`src/rtl/pipelined_mux_tree.sv`:
```
// -----------------------------------------------------------------------------
// pipelined_mux_tree
//
// WIDTH-bit, N_IN:1 multiplexer built as a binary tree of 2:1 levels. A
// register stage is inserted after every STAGE_LEVELS tree levels. Every stage
// carries a valid bit and takes part in a valid/ready chain, so the block can
// stall, collapse bubbles and be flushed. The still-unused select bits travel
// with the partial results, so a new selection can be accepted every cycle.
//
// Latency is L = ceil(LEVELS / STAGE_LEVELS) register stages, where
// LEVELS = $clog2(N_IN). Up to L entries can be in flight, in FIFO order.
//
// Ports
//   clk        in   rising-edge clock
//   reset_n    in   asynchronous active-low reset (clears valid, data, sel)
//   in_data    in   N_IN*WIDTH  input i at bits [i*WIDTH +: WIDTH]
//   sel        in   LEVELS      index of the input to forward
//   in_valid   in   in_data/sel valid this cycle
//   in_ready   out  block accepts the input this cycle (combinational)
//   flush      in   synchronous: discard every in-flight entry and the
//                   input presented in the same cycle
//   out_data   out  WIDTH       selected data (registered)
//   out_valid  out  out_data valid
//   out_ready  in   consumer accepts out_data this cycle
// -----------------------------------------------------------------------------
module pipelined_mux_tree #(
  parameter int WIDTH        = 64,
  parameter int N_IN         = 8,
  parameter int STAGE_LEVELS = 1
) (
  input  logic                       clk,
  input  logic                       reset_n,
  input  logic [N_IN*WIDTH-1:0]      in_data,
  input  logic [$clog2(N_IN)-1:0]    sel,
  input  logic                       in_valid,
  output logic                       in_ready,
  input  logic                       flush,
  output logic [WIDTH-1:0]           out_data,
  output logic                       out_valid,
  input  logic                       out_ready
);

  localparam int LEVELS = $clog2(N_IN);
  localparam int L      = (LEVELS + STAGE_LEVELS - 1) / STAGE_LEVELS;
  localparam int DW     = N_IN * WIDTH;

  // Stage registers. Every stage keeps a full-width word vector; words above
  // the number that survive a stage are always zero, so they reduce to
  // constants in synthesis.
  logic [DW-1:0]     r_data    [L];
  logic [LEVELS-1:0] r_sel     [L];
  logic [L-1:0]      r_valid;

  logic [DW-1:0]     w_comb    [L];
  logic [LEVELS-1:0] w_sel_nxt [L];
  logic [L-1:0]      w_up_valid;
  logic [L-1:0]      w_ready;

  // Applies tree levels lo..hi-1 to a word vector. Level k halves the number
  // of live words: word j becomes word 2j (sel bit 0) or 2j+1 (sel bit 1).
  function automatic logic [DW-1:0] reduce_levels(
    input logic [DW-1:0]     src,
    input logic [LEVELS-1:0] s_sel,
    input int                lo,
    input int                hi
  );
    logic [DW-1:0] cur;
    logic [DW-1:0] nxt;
    cur = src;
    for (int k = 0; k < LEVELS; k++) begin
      if (k >= lo && k < hi) begin
        nxt = '0;
        for (int j = 0; j < N_IN / 2; j++) begin
          if (j < (N_IN >> (k + 1))) begin
            nxt[j*WIDTH +: WIDTH] = s_sel[k] ? cur[(2*j+1)*WIDTH +: WIDTH]
                                             : cur[(2*j)*WIDTH +: WIDTH];
          end
        end
        cur = nxt;
      end
    end
    return cur;
  endfunction

  // Select bits already consumed are zeroed before being registered; only the
  // upper bits are needed further down the tree.
  function automatic logic [LEVELS-1:0] drop_used_sel(
    input logic [LEVELS-1:0] s_sel,
    input int                hi
  );
    logic [LEVELS-1:0] m;
    m = '0;
    for (int k = 0; k < LEVELS; k++) begin
      if (k >= hi) begin
        m[k] = s_sel[k];
      end
    end
    return m;
  endfunction

  generate
    for (genvar gi = 0; gi < L; gi++) begin : g_stage
      localparam int LO = gi * STAGE_LEVELS;
      localparam int HI = ((gi + 1) * STAGE_LEVELS < LEVELS) ? (gi + 1) * STAGE_LEVELS : LEVELS;
      if (gi == 0) begin : g_first
        assign w_comb[gi]     = reduce_levels(in_data, sel, LO, HI);
        assign w_sel_nxt[gi]  = drop_used_sel(sel, HI);
        assign w_up_valid[gi] = in_valid;
      end else begin : g_next
        assign w_comb[gi]     = reduce_levels(r_data[gi-1], r_sel[gi-1], LO, HI);
        assign w_sel_nxt[gi]  = drop_used_sel(r_sel[gi-1], HI);
        assign w_up_valid[gi] = r_valid[gi-1];
      end
    end
  endgenerate

  // Ready ripples from the output back to the input: a stage can load when it
  // is empty or when its occupant moves on this cycle. An empty stage is
  // always ready, which is what collapses bubbles under a downstream stall.
  always_comb begin : p_ready
    logic w_down_ready;
    w_ready      = '0;
    w_down_ready = out_ready;
    for (int s = L - 1; s >= 0; s--) begin
      w_ready[s]   = ~r_valid[s] | w_down_ready;
      w_down_ready = w_ready[s];
    end
  end

  always_ff @(posedge clk or negedge reset_n) begin
    if (!reset_n) begin
      r_valid <= '0;
      for (int s = 0; s < L; s++) begin
        r_data[s] <= '0;
        r_sel[s]  <= '0;
      end
    end else begin
      for (int s = 0; s < L; s++) begin
        if (w_ready[s]) begin
          r_valid[s] <= w_up_valid[s];
          // Payload only moves with a real entry; bubbles leave it untouched
          // so an idle sel (possibly X) never reaches the registers.
          if (w_up_valid[s]) begin
            r_data[s] <= w_comb[s];
            r_sel[s]  <= w_sel_nxt[s];
          end
        end
      end
      // Flush overrides every load, including the input of this cycle.
      if (flush) begin
        r_valid <= '0;
      end
    end
  end

  assign in_ready  = w_ready[0];
  assign out_valid = r_valid[L-1];
  assign out_data  = r_data[L-1][WIDTH-1:0];

endmodule

```
`config.mk`:
```
export PLATFORM = sky130hd
export DESIGN_NAME = pipelined_mux_tree
export DESIGN_NICKNAME = d
export VERILOG_FILES = /design/src/rtl/pipelined_mux_tree.sv
export SDC_FILE = /design/constraint.sdc
export NUM_CORES = 1
export LEC_CHECK = 0
export ABC_AREA = 0
export CAP_MARGIN = 20
export CORE_ASPECT_RATIO = 0.8
export CORE_MARGIN = 4
export CORE_UTILIZATION = 40
export CTS_BUF_LIST = sky130_fd_sc_hd__clkbuf_4
export DETAILED_ROUTE_END_ITERATION = 8
export PLACE_DENSITY = 0.68
export SLEW_MARGIN = 20
export SYNTH_ARGS = -nofsm -noshare
export SYNTH_HDL_FRONTEND = slang
export SYNTH_SLANG_ARGS = --single-unit
```
`constraint.sdc`:
```
create_clock -name clk -period 2.3 [get_ports clk]
set_input_delay 0.46 -clock clk [delete_from_list [all_inputs] [get_ports clk]]
set_output_delay 0.46 -clock clk [all_outputs]
set_load 0.02 [all_outputs]
```
=== After elaboration in Yosys (flattened, before gate mapping) ===
Cells that the tools add are included.

* Mux-type cells: 11
* Bitwise operators: 6
* Reductions and logical operators: 6

{| class="wikitable"
|+ Operators by type and width
! kind !! count
|-
| $mux W64 || 7
|-
| $reduce_and A2 Y1 || 3
|-
| $reduce_bool A2 Y1 || 3
|-
| $mux W1 || 3
|-
| $mux W3 || 1
|-
| $not A1 Y1 || 3
|-
| $or A1 B1 Y1 || 3
|}

* Bits in registers: 454
* Input bits: 520
* Output and inout port bits: 66
* Word-level logic and storage cells: 31

=== Logic depth before layout (Yosys ltp) ===
* Word-level depth: 6
* Gate-level depth with buffers: 6
* Mapped depth without buffers: 3

=== Least setup slack after synthesis ===
OpenSTA, ideal clock, no wires.

* Path kind: reg2out
* Start point: reg r_valid[2]
* End point: out in_ready
* Arrival time: 1.121 ns
* Required time: 1.840 ns
* Setup slack: 0.719 ns
* Cell stages (with the launch flop): 5
* Path buffers: 3
* Path through: dfrtp_1 > nand4b_1 > buf_4 > buf_6 > buf_2

* Longest elaborated chain between the ends: 4

{| class="wikitable"
|+ RTL lines
! element !! line !! RTL
|-
| from (decl) || 52 || <nowiki>logic [L-1:0] r_valid;</nowiki>
|-
| from (signal, indexed assignment) || 140 || <nowiki>r_valid[s] <= w_up_valid[s];</nowiki>
|-
| $not A1 Y1 || 125 || <nowiki>w_ready[s] = ~r_valid[s] | w_down_ready;</nowiki>
|-
| $or A1 B1 Y1 (3 in series) || 125 ||
|-
| to (decl) || 36 || <nowiki>output logic in_ready,</nowiki>
|}

No other way between the ends.

=== Worst setup path in the final report ===
* Start point: reg r_valid[1]
* End point: out in_ready

* Longest elaborated chain between the ends: 3

{| class="wikitable"
|+ RTL lines
! element !! line
|-
| $not A1 Y1 || 125
|-
| $or A1 B1 Y1 (2 in series) || 125
|}

No other way between the ends.

==> results.md <==
* Power per cell area at 730 nW/um^2
* Clk_lat worst skew at 850 ps
* Port Buf Inserts at 585
* Worst min path class: input pin to flop
* Vias in the first global route at 18400
* Final setup skew at 55.1 ps
* Core area at 55700 um^2
* Clock sinks at 454
* Avg Cell Area, Syn at 11.6 um^2
* Peak supply drop at 0.385 mV
* Final Setup Violations at 0
* Mapped Area at around 23000 um^2
* Power Total at 0.0224 W
* Fraction of layout cells with a size suffix above 1 at 0.172
* Root buffer cell: clkbuf_4
* Final net count at 3032
* Clock H-tree levels at 3
* #FFs+latches synth at 454
* Ports at just under 600
* Site row count at 77
* Final Instance Area at 30700 um^2
* Commonest cells after routing, fill and taps aside: clkdlybuf4s50_1 (516), dfrtp_1 (450), a21oi_1 (386)
* Status: completed
* Chip width at approximately 270 um
* Hold Vio Cnt, Final at 0
* Setup total negative slack at 0 ps
* CTS clock-pin slew for the worst setup and hold paths at 70 ps
* Placed cell area at 29200 um^2
* Net Count, Synth at 2467
* Sequential area share after synthesis at 0.502
* Worst path arrival time at 1730 ps
* Max-slew violations at 0
* Antenna Nets Post-Route at 0
* Clock Path Buffers at 3
* FF/Latch Area at ~11000 um^2
* CP required at 1840 ps
* MaxCap Viol Count at 0
* Yosys warnings at 0
* Antenna violations before repair at 2
* Worst-margin pin slew at roughly 600 ps
* Static Leak at 12.8 nW
* RSZ-0062 raised after global routing: true
* Global placer's final weighted congestion at 0.805
* 1st-iter DRT viols at ~960
* Vert. Die Dim at 221 um
* Detailed Place HPWL at ~47000 um
* Crit Path Category: flop to output pin
* Post-DR vias/cell at 5.31
* Final wirelength at 66200 um
* Multi-input combinational cell area at 9720 um^2
* Largest net degree at the start of global routing at 85
* DRT Pass-1 Iters at 5
* Remaining design rule violation count at 0
* Commonest non-fill, non-tap cell in the layout: clkdlybuf4s50_1
* Worst-path fanout max at 7
* CTS tree: built
* Worst Setup Start Kind: flop
* Die area at roughly 61000 um^2
* Gr ovfl total at 0
* Fmax at between 400 and 500 MHz
* Slew margin rel. at 0.602
* Routed wire per std cell at 19.8 um
* First-pass GRT wire length at 102000 um
* Cell variety after synth at 20
* Minimum clock period at roughly 2200 ps
* Final-layout fill cell count at 4822
* Area Growth Syn to Fin at 35.6%
* CTS Buf Count at between 100 and 150
* Initial core utilization at 0.407
* CP endpoint kind: output pin
* Final period util at 0.952
* All-Layer GR Usage at 0.210
* Mapped Cells at 1947
* Post-Route Utilization at 0.552
* Via count at 17700
==> through the flow <==
stage               std cells  worst slack (ps)  hold slack (ps)
finish                   3343               111              154
global route             3343             -19.0             75.6
CTS                      3334              -164             29.6
detailed placement       3135              64.8              423
global placement         3135               138              421
floorplan                1947               719              164
==> kinds of logic (layout without fill, tap and decap cells) <==
logic type | count (synthesis) | in the layout | share of synthesized area
AND/OR/NAND/NOR | 5 | 5 | 0.00160
flip-flops | 454 | 454 | 0.502
AO/OA/AOI/OAI | 644 | 644 | 0.157
other | 0 | 2 | 0
buffers and inverters | 265 | 909 | 0.0698
multiplexers | 579 | 579 | 0.270
==> registers in the layout, summed over array words and instances (netlist names) <==
register	cells
out_data	64
r_data	384
r_sel	3
r_valid	3
==> final timing paths <==
check                                         from                       end  cells after the start  slack, ps
setup reg to reg            r_valid[2]$_DFFE_PN0P_  out_data[53]$_DFFE_PN0P_                      6        490
setup / recovery            r_valid[1]$_DFFE_PN0P_                  in_ready                      3        110
min in group asynchronous                  reset_n  r_data[1163]$_DFFE_PN0P_                      2        170
hold / removal                            in_valid  r_data[1201]$_DFFE_PN0P_                      2        150
hold reg to reg            r_data[538]$_DFFE_PN0P_   r_data[538]$_DFFE_PN0P_                      1        490
max in group asynchronous                  reset_n  r_data[1205]$_DFFE_PN0P_                      4       1230
==> timing repair <==
action,4_1_cts,5_1_grt
hold buffers,1,0
buffers inserted,1,7
gates cloned,2,0
gates resized for setup,68,1
pin swaps,1,1
hold endpoints to repair,394,0
endpoints found under the setup margin,66,2
==> layout make-up <==
cell class	count	area share
Clock buffer	167	0.0408
Multi-Input combinational cell	1228	0.316
Clock inverter	28	0.00574
Inverter	2	0.000244
Antenna cell	2	0.000163
Sequential cell	454	0.370
Tap cell	750	0.0306
Timing Repair Buffer	712	0.236
==> critical path: stages, from the launching register on <==
cell and delay [ps]:
dfrtp_4 400, nand4b_1 180, buf_12 200, buf_8 130
==> cell usage after synthesis <==
library cell	number	area share
nor2_1	1	0.00017
mux2i_1	320	0.14
buf_1	10	0.0017
nand2_1	1	0.00017
clkbuf_1	60	0.0099
mux2_2	133	0.066
o21ba_2	1	0.00044
o21ai_2	1	0.00039
and2_1	1	0.00028
mux2_1	126	0.063
a31oi_1	256	0.071
dfrtp_1	454	0.50
nand2b_4	1	0.00061
nand4b_1	1	0.00039
buf_2	96	0.021
buf_4	70	0.023
inv_2	1	0.00017
a21oi_1	386	0.085
buf_6	27	0.013
inv_1	1	0.00017
==> per-layer routing <==
layer	wire, um	track usage	up-vias
li1	-	-	8416
met1	27600	0.266	8645
met2	32800	0.360	580
met3	4160	0.0474	98
met4	1540	0.0671	0
met5	0	0	-
==> power breakdown <==
part | switching [W] | leakage, nW | internal (W) | total [W]
registers | 0.000913 | 5.05 | 0.00940 | 0.0103
clock network | 0.00325 | 0.842 | 0.00352 | 0.00677
logic | 0.00253 | 6.95 | 0.00280 | 0.00533
total | 0.00669 | 12.8 | 0.0157 | 0.0224
No activity file was read; power rests on OpenSTA's default activity.
